File: src/rtl/ula_8bits_sequencial.sv
// Sequential ALU: single-cycle logic/add/sub, iterative shift-add MUL and restoring DIV.
// Result and flags are registered on the done edge and held for the downstream status/result registers.
module ula_8bits_sequencial #(
  parameter int WIDTH = 8,
  parameter int ITER  = 8
) (
  input  logic             clk,
  input  logic             reset,
  input  logic             start,
  input  logic [2:0]       op,
  input  logic [WIDTH-1:0] a,
  input  logic [WIDTH-1:0] b,
  output logic             busy,
  output logic             done,
  output logic [WIDTH-1:0] result,
  output logic             carry,
  output logic             overflow,
  output logic             zero,
  output logic             div_by_zero
);

  localparam int CW = $clog2(ITER) + 1;
  localparam logic [CW-1:0] LAST = CW'(ITER - 1);

  localparam logic [2:0] OP_ADD = 3'b000;
  localparam logic [2:0] OP_SUB = 3'b001;
  localparam logic [2:0] OP_AND = 3'b010;
  localparam logic [2:0] OP_OR  = 3'b011;
  localparam logic [2:0] OP_XOR = 3'b100;
  localparam logic [2:0] OP_NOT = 3'b101;
  localparam logic [2:0] OP_MUL = 3'b110;
  localparam logic [2:0] OP_DIV = 3'b111;

  typedef enum logic [1:0] {S_IDLE, S_CALC, S_ITER, S_FIN} state_t;

  state_t               state, state_nx;
  logic [2:0]           op_r;
  logic [WIDTH-1:0]     a_r, b_r;
  logic [2*WIDTH-1:0]   acc;
  logic [CW-1:0]        cnt;
  logic [WIDTH-1:0]     pend_res;
  logic                 pend_c, pend_v, pend_dz;
  logic                 go_iter;
  logic [WIDTH-1:0]     fin_res;
  logic                 fin_v;

  // {carry/borrow, signed overflow, sum}; SUB is a + ~b + 1 so borrow is the inverted carry-out.
  function automatic logic [WIDTH+1:0] f_addsub(input logic [WIDTH-1:0] x,
                                                input logic [WIDTH-1:0] y,
                                                input logic             sub);
    logic [WIDTH-1:0]        yy;
    logic [WIDTH:0]          sum_u;
    logic signed [WIDTH:0]   sum_s;
    yy    = sub ? ~y : y;
    sum_u = {1'b0, x} + {1'b0, yy} + {{WIDTH{1'b0}}, sub};
    sum_s = $signed({x[WIDTH-1], x}) + $signed({yy[WIDTH-1], yy}) + $signed({{WIDTH{1'b0}}, sub});
    return {sub ? ~sum_u[WIDTH] : sum_u[WIDTH], sum_s[WIDTH] ^ sum_s[WIDTH-1], sum_u[WIDTH-1:0]};
  endfunction

  function automatic logic [2*WIDTH-1:0] f_mul_step(input logic [2*WIDTH-1:0] p,
                                                    input logic [WIDTH-1:0]   x,
                                                    input logic [WIDTH-1:0]   y,
                                                    input logic [CW-1:0]      k);
    if (y[k[CW-2:0]])
      return p + ({{WIDTH{1'b0}}, x} << k);
    return p;
  endfunction

  // acc = {remainder, dividend bits still to consume / quotient bits already produced}.
  function automatic logic [2*WIDTH-1:0] f_div_step(input logic [2*WIDTH-1:0] p,
                                                    input logic [WIDTH-1:0]   y);
    logic [WIDTH:0] rem_sh;
    logic [WIDTH:0] diff;
    logic           ge;
    rem_sh = {p[2*WIDTH-1:WIDTH], p[WIDTH-1]};
    diff   = rem_sh - {1'b0, y};
    ge     = (rem_sh >= {1'b0, y});
    return {ge ? diff[WIDTH-1:0] : rem_sh[WIDTH-1:0], p[WIDTH-2:0], ge};
  endfunction

  always_ff @(posedge clk) begin
    if (reset) state <= S_IDLE;
    else       state <= state_nx;
  end

  always_comb begin
    state_nx = state;
    unique case (state)
      S_IDLE: if (start) state_nx = S_CALC;
      S_CALC: state_nx = go_iter ? S_ITER : S_FIN;
      S_ITER: if (cnt == LAST) state_nx = S_FIN;
      S_FIN:  state_nx = S_IDLE;
      default: state_nx = S_IDLE;
    endcase
  end

  always_comb begin
    busy    = (state != S_IDLE);
    go_iter = (op_r == OP_MUL || op_r == OP_DIV) && (b_r != '0);
    fin_res = go_iter ? acc[WIDTH-1:0] : pend_res;
    fin_v   = (go_iter && op_r == OP_MUL) ? |acc[2*WIDTH-1:WIDTH] : pend_v;
  end

  always_ff @(posedge clk) begin
    if (reset) begin
      op_r        <= '0;
      a_r         <= '0;
      b_r         <= '0;
      acc         <= '0;
      cnt         <= '0;
      pend_res    <= '0;
      pend_c      <= 1'b0;
      pend_v      <= 1'b0;
      pend_dz     <= 1'b0;
      done        <= 1'b0;
      result      <= '0;
      carry       <= 1'b0;
      overflow    <= 1'b0;
      zero        <= 1'b0;
      div_by_zero <= 1'b0;
    end else begin
      done <= 1'b0;
      unique case (state)
        S_IDLE: begin
          if (start) begin
            op_r <= op;
            a_r  <= a;
            b_r  <= b;
          end
        end
        // CALC: single-cycle results parked in pend_*, or accumulator set up for iteration
        S_CALC: begin
          cnt      <= '0;
          acc      <= (op_r == OP_DIV) ? {{WIDTH{1'b0}}, a_r} : '0;
          pend_res <= '0;
          pend_c   <= 1'b0;
          pend_v   <= 1'b0;
          pend_dz  <= 1'b0;
          unique case (op_r)
            OP_ADD: {pend_c, pend_v, pend_res} <= f_addsub(a_r, b_r, 1'b0);
            OP_SUB: {pend_c, pend_v, pend_res} <= f_addsub(a_r, b_r, 1'b1);
            OP_AND: pend_res <= a_r & b_r;
            OP_OR:  pend_res <= a_r | b_r;
            OP_XOR: pend_res <= a_r ^ b_r;
            OP_NOT: pend_res <= ~a_r;
            OP_MUL: pend_res <= '0;
            OP_DIV: begin
              if (b_r == '0) begin
                pend_res <= '1;
                pend_dz  <= 1'b1;
              end
            end
            default: pend_res <= '0;
          endcase
        end
        // ITER: one multiplier bit or one quotient bit per cycle
        S_ITER: begin
          acc <= (op_r == OP_MUL) ? f_mul_step(acc, a_r, b_r, cnt) : f_div_step(acc, b_r);
          cnt <= cnt + 1'b1;
        end
        // FIN: publish result and flags together with the done pulse
        S_FIN: begin
          result      <= fin_res;
          carry       <= pend_c;
          overflow    <= fin_v;
          zero        <= (fin_res == '0);
          div_by_zero <= pend_dz;
          done        <= 1'b1;
        end
        default: ;
      endcase
    end
  end

endmodule

File: config.mk
export PLATFORM = sky130hd
export DESIGN_NAME = ula_8bits_sequencial
export DESIGN_NICKNAME = d
export VERILOG_FILES = /design/src/rtl/ula_8bits_sequencial.sv
export SDC_FILE = /design/constraint.sdc
export NUM_CORES = 1
export LEC_CHECK = 0
export CAP_MARGIN = 5
export CORE_ASPECT_RATIO = 1.1
export CORE_MARGIN = 3
export CORE_UTILIZATION = 25
export CTS_BUF_LIST = sky130_fd_sc_hd__clkbuf_8 sky130_fd_sc_hd__clkbuf_16
export CTS_CLUSTER_SIZE = 24
export DETAILED_ROUTE_END_ITERATION = 8
export DONT_BUFFER_PORTS = 1
export HOLD_SLACK_MARGIN = 0.12
export PLACE_DENSITY = 0.44
export REMOVE_ABC_BUFFERS = 1
export SLEW_MARGIN = 30
export SYNTH_ARGS = -nofsm -noshare
export SYNTH_HDL_FRONTEND = slang
export SYNTH_SLANG_ARGS = --single-unit
File: constraint.sdc
create_clock -name clk -period 4.5 [get_ports clk]
set_input_delay 0.45 -clock clk [delete_from_list [all_inputs] [get_ports clk]]
set_output_delay 0.45 -clock clk [all_outputs]
set_load 0.01 [all_outputs]
==> impl_metrics.env <==
export IMPL_ff2ff_setup_slack_ps=680
export IMPL_fmax_mhz=262
export IMPL_start_util_pct=25.7
export IMPL_startpoint_type="flop"
export IMPL_finalCritPeriodShare_pct=84.9
export IMPL_final_setup_tns_ps=0
export IMPL_drive_above_1_share_pct=7.31
export IMPL_syn_avg_cell_area_sq_um=7.73
export IMPL_final_util_pct=28.2
export IMPL_place_gp_congestion=0.821
export IMPL_antenna_found_initial=0
export IMPL_finalHoldViolations=0
export IMPL_postCtsResizedCells=0
export IMPL_post_drt_via_cell_ratio=5.12
export IMPL_synthArstFlopShare_pct=0
export IMPL_cts_buffers=9
export IMPL_die_h_um=165
export IMPL_ys_seq_area_share_pct=22.7
export IMPL_holdCritStartpoint="reset"
export IMPL_hold_buffers=0
export IMPL_skew_ps=11.1
export IMPL_synth_distinct_cells=77
export IMPL_ant_nets=0
export IMPL_worstPathArrival_ps=4050
export IMPL_clock_latency_ps=350
export IMPL_r2r_end="acc[15]"
export IMPL_maxCapViolCount=0
export IMPL_nNetsFinal=799
export IMPL_r2r_cells=10
export IMPL_holdPathStages=1
export IMPL_slew_headroom_pct=38.5
export IMPL_grt_pass1_vias=4918
export IMPL_cts_tree="done"
export IMPL_vias=5219
export IMPL_crit_family="compound AO/OA/AOI/OAI gates"
export IMPL_diodes=0
export IMPL_synth_top_cell_area_share_pct=22.7
export IMPL_clock_path_buffers=2
export IMPL_grt_setup_unrepaired="false"
export IMPL_dr_pass1_iters=5
export IMPL_pre_cts_slack_ps=753
export IMPL_core_area_sq_mm=0.0223
export IMPL_peakVddDrop_v=0.000322
export IMPL_overflow=0
export IMPL_multi_input_area_sq_mm=0.00411
export IMPL_cts_sinks=65
export IMPL_worstSetupPathType="reg2reg"
export IMPL_critPathBufInv=0
export IMPL_final_fill_count=2426
export IMPL_dp_cells=1004
export IMPL_synthToLayoutAreaGrowth_pct=9.80
export IMPL_die_area_sq_mm=0.0248
export IMPL_outcome="finished clean"
export IMPL_synth_edf_count=0
export IMPL_synth_area_leaders="dfxtp_1 (23%), ha_1 (12%), nand2_1 (6.2%), a21oi_1 (5.7%), nor2_1 (4.7%)"
export IMPL_wl_per_cell_um=18.2
export IMPL_drtIter0Drc=337
export IMPL_synth_seq_cells=65
export IMPL_crit_cells=10
export IMPL_yosysWarnings=0
export IMPL_yosys_area_top_type="dfxtp_1"
export IMPL_tightest_slew_ps=920
export IMPL_place_hpwl_mm=13.9
export IMPL_finalNonFillerCells=1020
export IMPL_wl_mm=18.5
export IMPL_cp_required_ps=4730
export IMPL_htree_levels=3
export IMPL_path_cells="mux4_2 -> mux2i_1 -> nor2_1 -> ha_1 -> nand2_1 -> o31ai_1 -> a21oi_2 -> xor2_1 -> o21ai_1 -> a221o_1"
export IMPL_fin_ws_ps=680
export IMPL_worst_hold_slack_ps=162
export IMPL_worstReg2RegStart="cnt[1]"
export IMPL_hold_path_class="in2reg"
export IMPL_slowest_stage="dfxtp_1"
export IMPL_io_pins=36
export IMPL_clk_pin_slew_ps=70
export IMPL_grt_max_degree=60
export IMPL_synth_ff_type="dfxtp_1"
export IMPL_rows=57
export IMPL_syn_area_sq_mm=0.00573
export IMPL_fin_crit_ps=3820
export IMPL_grt_first_pass_wirelength_mm=28.9
export IMPL_hold_end="op_r[0]"
export IMPL_critPathMaxStageDelay_ps=890
export IMPL_route_detailed_drc=0
export IMPL_final_max_slew_viol_count=0
export IMPL_die_w_um=150
export IMPL_post_cts_setup_buffer_count=0
export IMPL_syn_inst=741
export IMPL_critPathCaptureType="flop"
export IMPL_setup_violations=0
export IMPL_placement_io_buffers=0
export IMPL_regArea_sq_mm=0.00130
export IMPL_p_leak_nw=2.31
export IMPL_cp_max_fo=23
export IMPL_power_density_mw_per_mm2=535
export IMPL_clockRootBuffer="clkbuf_16"
export IMPL_grt_use_total_pct=15.1
per-layer routing:
| layer | vias to the layer above | global-route usage [%] | routed length, um |
|---|---|---|---|
| li1 | 2639 | - | - |
| met2 | 143 | 23.0 | 8200 |
| met5 | - | 0 | 0 |
| met3 | 22 | 2.41 | 775 |
| met4 | 0 | 5.78 | 513 |
| met1 | 2415 | 21.4 | 9050 |
per-stage QoR:
stage	instance area (sq um)	total power, mW
floorplan	5550	2.14
global placement	5990	2.64
detailed placement	5990	2.63
CTS	6290	3.39
global route	6290	3.63
finish	6290	3.37
power by group:
group	total [mW]	leakage (nW)	switching [mW]	internal, mW
logic	1.74	1.63	1.04	0.702
registers	0.885	0.530	0.190	0.694
clock network	0.745	0.146	0.311	0.434
cell usage in the layout, fill, tap and decap left out, drive strengths merged, types with 4 or more instances in the layout:
master,count
o21ai,49
clkbuf,9
mux4,5
nor3,7
dfxtp,65
and2,4
nor2,75
a21oi,68
nor2b,11
a211oi,17
xnor2,19
nor3b,5
ha,53
o221ai,7
mux2i,24
nor4,8
nand2b,14
clkinv,4
xor2,8
o21bai,7
or3,4
a21o,12
mux2,4
o211ai,7
buf,9
inv,40
a22oi,8
o22ai,6
nand3,14
nand2,94
a31oi,4
o21a,6
fa,4
registers in the layout (all words and copies together), names as in the netlist, 2 cells and up:
register and count:
cnt 4, a_r 8, b_r 8, acc 16, op_r 3, result 8, state 2, pend_res 8
worst max-delay path by stage:
stage,from,endpoint,slack [ps]
2_1_floorplan,cnt[1],acc[15],1240
3_3_place_gp,cnt[1],acc[15],810
3_5_place_dp,cnt[1],acc[15],750
4_1_cts,cnt[1],acc[15],730
5_1_grt,cnt[1],acc[15],400
6_report,cnt[1],acc[15],680
synth_stat cells, types with 8 or more instances:
| library cell | number |
|---|---|
| xnor2_1 | 19 |
| dfxtp_1 | 65 |
| a22oi_1 | 8 |
| clkbuf_1 | 27 |
| inv_1 | 37 |
| nor4_1 | 8 |
| nand2b_1 | 14 |
| a21o_1 | 12 |
| nand3_1 | 14 |
| mux2i_1 | 24 |
| ha_1 | 53 |
| o21ai_1 | 8 |
| a211oi_1 | 10 |
| buf_1 | 8 |
| a21oi_1 | 65 |
| o21ai_0 | 40 |
| xor2_1 | 8 |
| nor2_1 | 72 |
| nand2_1 | 94 |
| nor2b_1 | 11 |
layout make-up:
class,instances,share of cell area [%]
clock buffers,9,3.58
clock inverters,7,1.23
inverters,39,2.33
multi-input cells,596,65.2
flip-flops and latches,65,20.7
well taps,295,5.87
repair buffers,9,1.07
logic make-up (layout without fill, tap and decap cells):
logic type | count (synthesis) | count (layout) | synth area share [%]
muxes | 33 | 33 | 7.01
AOI/OAI and AO/OA | 232 | 232 | 27.7
adders and majority gates | 57 | 57 | 13.0
buffers and inverters | 80 | 64 | 5.70
xor gates and xnor gates | 27 | 27 | 4.13
DFF | 65 | 65 | 22.7
and+or+nand+nor | 247 | 247 | 19.8
Power figures use the tool's default switching activity.
